File: src/rtl/demux3_pkg.sv
// Shared types and constants for the 1-to-3 registered demultiplexer.
package demux3_pkg;

    typedef enum logic [1:0] {
        SEL_CH0  = 2'b00,
        SEL_CH1  = 2'b01,
        SEL_CH2  = 2'b10,
        SEL_DROP = 2'b11
    } sel_t;

    localparam int unsigned DROP_CNT_W = 8;

endpackage

File: src/rtl/demux3_buf_out_slot.sv
// One-entry output holding slot with valid/ready pop and replace-on-push.
module out_slot #(
    parameter int unsigned WIDTH = 8
) (
    input  logic             clk,
    input  logic             reset_n,
    input  logic             push,
    input  logic [WIDTH-1:0] push_data,
    input  logic             pop_ready,
    output logic             valid,
    output logic [WIDTH-1:0] data,
    output logic             can_accept
);

    logic             valid_q, valid_d;
    logic [WIDTH-1:0] data_q, data_d;

    // A push wins over a same-edge pop, so the slot stays full with the new word.
    always_comb begin
        valid_d = valid_q;
        data_d  = data_q;
        if (push) begin
            valid_d = 1'b1;
            data_d  = push_data;
        end else if (valid_q && pop_ready) begin
            valid_d = 1'b0;
        end
    end

    always_ff @(posedge clk or negedge reset_n) begin
        if (!reset_n) begin
            valid_q <= 1'b0;
            data_q  <= '0;
        end else begin
            valid_q <= valid_d;
            data_q  <= data_d;
        end
    end

    assign valid      = valid_q;
    assign data       = data_q;
    assign can_accept = !valid_q || pop_ready;

endmodule

File: src/rtl/demux3_buf.sv
// Registered 1-to-3 demultiplexer: select decode, in_ready mux, and drop accounting.
module demux3_buf
    import demux3_pkg::*;
#(
    parameter int unsigned WIDTH = 8
) (
    input  logic                  clk,
    input  logic                  reset_n,
    input  logic [WIDTH-1:0]      d,
    input  logic [1:0]            s,
    input  logic                  in_valid,
    output logic                  in_ready,
    output logic [WIDTH-1:0]      y0,
    output logic [WIDTH-1:0]      y1,
    output logic [WIDTH-1:0]      y2,
    output logic                  y0_valid,
    output logic                  y1_valid,
    output logic                  y2_valid,
    input  logic                  y0_ready,
    input  logic                  y1_ready,
    input  logic                  y2_ready,
    output logic [DROP_CNT_W-1:0] drop_count,
    output logic                  drop_err
);

    sel_t                  sel;
    logic [2:0]            can_acc;
    logic [2:0]            push;
    logic                  accept;
    logic                  drop;
    logic [DROP_CNT_W-1:0] drop_cnt_q, drop_cnt_d;
    logic                  drop_err_q, drop_err_d;

    assign sel    = sel_t'(s);
    assign accept = in_valid && in_ready;

    always_comb begin
        in_ready = 1'b1;
        push     = '0;
        drop     = 1'b0;
        unique case (sel)
            SEL_CH0: begin
                in_ready = can_acc[0];
                push[0]  = accept;
            end
            SEL_CH1: begin
                in_ready = can_acc[1];
                push[1]  = accept;
            end
            SEL_CH2: begin
                in_ready = can_acc[2];
                push[2]  = accept;
            end
            SEL_DROP: begin
                in_ready = 1'b1;
                drop     = accept;
            end
            default: ;
        endcase
    end

    out_slot #(.WIDTH(WIDTH)) u_slot0 (
        .clk        (clk),
        .reset_n    (reset_n),
        .push       (push[0]),
        .push_data  (d),
        .pop_ready  (y0_ready),
        .valid      (y0_valid),
        .data       (y0),
        .can_accept (can_acc[0])
    );

    out_slot #(.WIDTH(WIDTH)) u_slot1 (
        .clk        (clk),
        .reset_n    (reset_n),
        .push       (push[1]),
        .push_data  (d),
        .pop_ready  (y1_ready),
        .valid      (y1_valid),
        .data       (y1),
        .can_accept (can_acc[1])
    );

    out_slot #(.WIDTH(WIDTH)) u_slot2 (
        .clk        (clk),
        .reset_n    (reset_n),
        .push       (push[2]),
        .push_data  (d),
        .pop_ready  (y2_ready),
        .valid      (y2_valid),
        .data       (y2),
        .can_accept (can_acc[2])
    );

    always_comb begin
        drop_cnt_d = drop_cnt_q;
        drop_err_d = drop_err_q;
        if (drop) begin
            drop_err_d = 1'b1;
            if (drop_cnt_q != '1) begin
                drop_cnt_d = drop_cnt_q + DROP_CNT_W'(1);
            end
        end
    end

    always_ff @(posedge clk or negedge reset_n) begin
        if (!reset_n) begin
            drop_cnt_q <= '0;
            drop_err_q <= 1'b0;
        end else begin
            drop_cnt_q <= drop_cnt_d;
            drop_err_q <= drop_err_d;
        end
    end

    assign drop_count = drop_cnt_q;
    assign drop_err   = drop_err_q;

endmodule

File: config.mk
export PLATFORM = sky130hd
export DESIGN_NAME = demux3_buf
export DESIGN_NICKNAME = d
export VERILOG_FILES = /design/src/rtl/demux3_pkg.sv /design/src/rtl/demux3_buf_out_slot.sv /design/src/rtl/demux3_buf.sv
export SDC_FILE = /design/constraint.sdc
export NUM_CORES = 1
export LEC_CHECK = 0
export CAP_MARGIN = 20
export CORE_MARGIN = 1.5
export CORE_UTILIZATION = 48
export DETAILED_ROUTE_END_ITERATION = 7
export PLACE_DENSITY = 0.84
export SLEW_MARGIN = 20
export SYNTH_ARGS = -nofsm -noshare
export SYNTH_HDL_FRONTEND = slang
export SYNTH_SLANG_ARGS = --single-unit
File: constraint.sdc
create_clock -name clk -period 3.8 [get_ports clk]
set_clock_uncertainty 0.05 [all_clocks]
set_input_delay 0.76 -clock clk [delete_from_list [all_inputs] [get_ports clk]]
set_output_delay 0.76 -clock clk [all_outputs]
set_load 0.05 [all_outputs]
==> results of run 1 <==
synth_stat cells (all sizes together):
library cell / n
a41oi: 1
a31oi: 2
nand2b: 3
or2: 1
nor2b: 2
nand3b: 1
nand3: 3
dfrtp: 36
and4: 1
nor4: 1
mux2: 28
buf: 2
o21ai: 5
nand2: 9
nor3: 2
a21o: 1
xor2: 1
xnor2: 1
and3: 2
mux2i: 1
nand4: 2
ha: 1
nor3b: 2
a211oi: 1
kinds of logic after synthesis:
group                      after synthesis
AOI/OAI and AO/OA                       10
xor gates and xnor gates                 2
adders and majority gates                1
buffers and inverters                    2
DFF                                     36
muxes                                   29
and+or+nand+nor                         29
flip-flops by register name, summed over array words and instances, names as in the netlist:
name / cells
u_slot0.valid: 1
u_slot2.data: 8
drop_err: 1
u_slot2.valid: 1
drop_count: 8
u_slot0.data: 8
u_slot1.valid: 1
u_slot1.data: 8
through the flow:
step / util (%) / cell area, um^2 / total power [mW] / hold WS (ns) / worst slack (ns)
6_report: 70.1 / 2120 / 1.34 / 0.421 / 0.429
5_1_grt: 70.1 / 2120 / 1.40 / 0.463 / 0.263
4_1_cts: 70.1 / 2120 / 1.35 / 0.430 / 0.420
3_5_place_dp: 68.6 / 2080 / 1.16 / 0.401 / 0.424
3_3_place_gp: 68.6 / 2080 / 1.14 / 0.400 / 0.468
2_1_floorplan: - / 1530 / 0.931 / 0.414 / 0.874
per-layer routing:
layer / share of wire, % / routed length, um / vias up
met3: 9.7 / 308 / 4
met5: 0 / 0 / -
met4: 0.94 / 30 / 0
li1: - / - / 511
met1: 40 / 1280 / 526
met2: 49 / 1560 / 51
worst paths after layout:
path                                               end  slack, ns
max reg2reg                  drop_count[1]$_DFFE_PN0P_       2.20
min reg2reg                       drop_err$_DFFE_PN0P_       0.42
max                                           in_ready       0.43
min in group asynchronous    u_slot2.valid$_DFFE_PN0P_       0.44
min                               drop_err$_DFFE_PN0P_       0.42
max in group asynchronous  u_slot0.data[0]$_DFFE_PN0P_       2.77
layout make-up:
| class | instances | area (um^2) |
|---|---|---|
| clock buffer | 6 | 41.3 |
| fill | 228 | 906 |
| tap | 44 | 55.1 |
| multi-input combinational | 71 | 604 |
| sequential | 36 | 901 |
| timing repair buffer | 52 | 515 |
| clock inverter | 1 | 5.00 |
worst max-delay path: cells and delay by family:
kind	cells	cell delay [ns]
AO/OA/AOI/OAI	2	0.24
buffers and inverters	2	1.39
AND/OR/NAND/NOR	1	0.17
cells in the final DEF, fill, tap and decap left out, types with 2 or more instances in the layout:
cell type / Yosys / routed
nor2b_1: 2 / 2
clkbuf_4: 0 / 5
nand4_1: 2 / 2
nand2_2: 2 / 2
dfrtp_1: 36 / 36
a31oi_1: 2 / 2
mux2_2: 28 / 28
o21ai_0: 5 / 5
nand3_1: 3 / 3
clkdlybuf4s50_1: 0 / 51
nand2b_1: 3 / 3
nand2_1: 7 / 7
power groups by stage:
stage,registers [mW],clock network (mW),logic [mW]
after floorplan,0.822,0,0.110
after global placement,0.533,0,0.609
after detailed placement,0.541,0,0.618
after CTS,0.534,0.195,0.621
after global routing,0.543,0.213,0.643
final,0.534,0.187,0.615
==> flow_summary_export.csv, run 1 <==
group,metric,value,unit
die,core_area,3030,um^2
sta,setup_viol,0,
synthesis,syn_inst,109,
run,maxCapViolCount,0,
synthesis,ys_types,28,
synthesis,synth-simple-area-share,12.3,%
synthesis,syn_area,1530,um^2
critical_path,crit_type,"input port to output port",
sta,finalSetupTns,0,ns
critical_path,end_kind,"output port",
final_layout,nets,183,
grt,antenna_found_initial,0,
grt,grt_usage,20.3,%
synthesis,synth_top_family_by_area,"multiplexers",
sta,drv_slew,0,
route,routed_via_density,5.20,
hold_path,min_from,"drop_err$_DFFE_PN0P_",
sta,period_minus_slack,3.37,ns
sta,period_share,88.7,%
power_and_ir_drop,power.static_leakage,0.876,nW
grt,use_met3,10.9,%
synthesis,synth-xor-area-share,1.15,%
final_layout,drive_above_1_share,24.7,%
synthesis,syn_avg_cell_area,14.0,um^2
critical_path,startpoint_type,"input port",
route,dr.pass1.iters,4,
synthesis,synth_nets,126,
grt,grt-ovfl-total,0,
cts,cts_tree,"done",
die,dieArea,3530,um^2
die,initial_core_util,50.5,%
synthesis,synth_mux_area_share,21.3,%
route,drtAntennaViolNets,0,
power_and_ir_drop,swShare,43.6,%
synthesis,yosys_warnings,0,
outcome,status,"complete, no violations",
route,drt_iter0_drc,31,
power_and_ir_drop,cellPowerDensity,630,nW/um^2
power_and_ir_drop,p_int,0.754,mW
final_layout,area_delta_synth_final,38.9,%
critical_path,crit_slowest_cell,"clkdlybuf4s50_1",
critical_path,rr_startpoint,"drop_count[0]$_DFFE_PN0P_",
final_layout,final_cells,210,
synthesis,synth-seq-cells,36,
critical_path,critical_path.startpoint,"s[0]",
route,routed_wl,3180,um
route,route.detailed.drc,0,
power_and_ir_drop,comb_power_share,46.0,%
synthesis,synth_seq_area_share,59.0,%
cts,cts_sinks,36,
grt,grt_start_max_net_pins,37,
placement,dpl.hpwl,2350,um
critical_path,worstPathMaxFanout,10,
cts,clockRootBuffer,"clkbuf_4",
cts,clkTransAtPathRegs,0.10,ns
synthesis,synth_compound_area_share,4.01,%
die,die_x,59.4,um
hold_path,min_path_type,"flop to flop",
power_and_ir_drop,power.share.clock,14.0,%
route,vias,1092,
sta,rsz0062_at_grt,"no",
hold_path,min_path_cells,1,
die,die_y,59.4,um
die,rows,20,
cts,cts_setup_buffers,0,
power_and_ir_drop,peakVddDrop,0.355,mV
grt,grt_pass1_vias,1104,
cts,cts_buffers,5,
sta,max_freq,297,MHz
grt,grtUsageMet2,32.7,%
sta,finalHoldViolCount,0,
critical_path,crit_path_max_incr_delay,0.82,ns
cts,clock_latency,0.33,ns
placement,dp_cells,203,
cts,postCtsHoldBufs,0,
synthesis,yosys.area_share.adder,0.819,%
critical_path,path_cells,"clkdlybuf4s50_1 -> nand3b_1 -> o21ai_0 -> o21ai_0 -> clkdlybuf4s50_1",
critical_path,worst-endpoint-required,2.99,ns
route,wl_per_cell,15.1,um
final_layout,diodes,0,
placement,port_buffers,52,
cts,post_cts_resized,0,
critical_path,arrival,2.56,ns
grt,grt_pass1_wl,5180,um
cts,h-tree-depth,2,
power_and_ir_drop,p_seq_share,40.0,%
synthesis,yosysTopAreaCellShare,59.0,%
power_and_ir_drop,p_sw,0.582,mW
cts,cts_buffer_depth,2,
critical_path,reg2reg_depth,4,
die,ios,53,
grt,busiest_layer,"met2",
synthesis,synthTopCellsByArea,"dfrtp_1, mux2_2, nand2_1",
synthesis,synth_top_area_cell,"dfrtp_1",
grt,met1_usage,23.7,%
sta,tightest_slew,0.769,ns
sta,slew_headroom,48.7,%
placement,place_congestion,0.890,
Power figures use the tool's default switching activity.
==> run 2, diff against run 1 <==
- SKIP_LAST_GASP: unset -> 1
==> results of run 2 <==
Same layout as run 1: the final DEF is identical, and so are final timing and power.
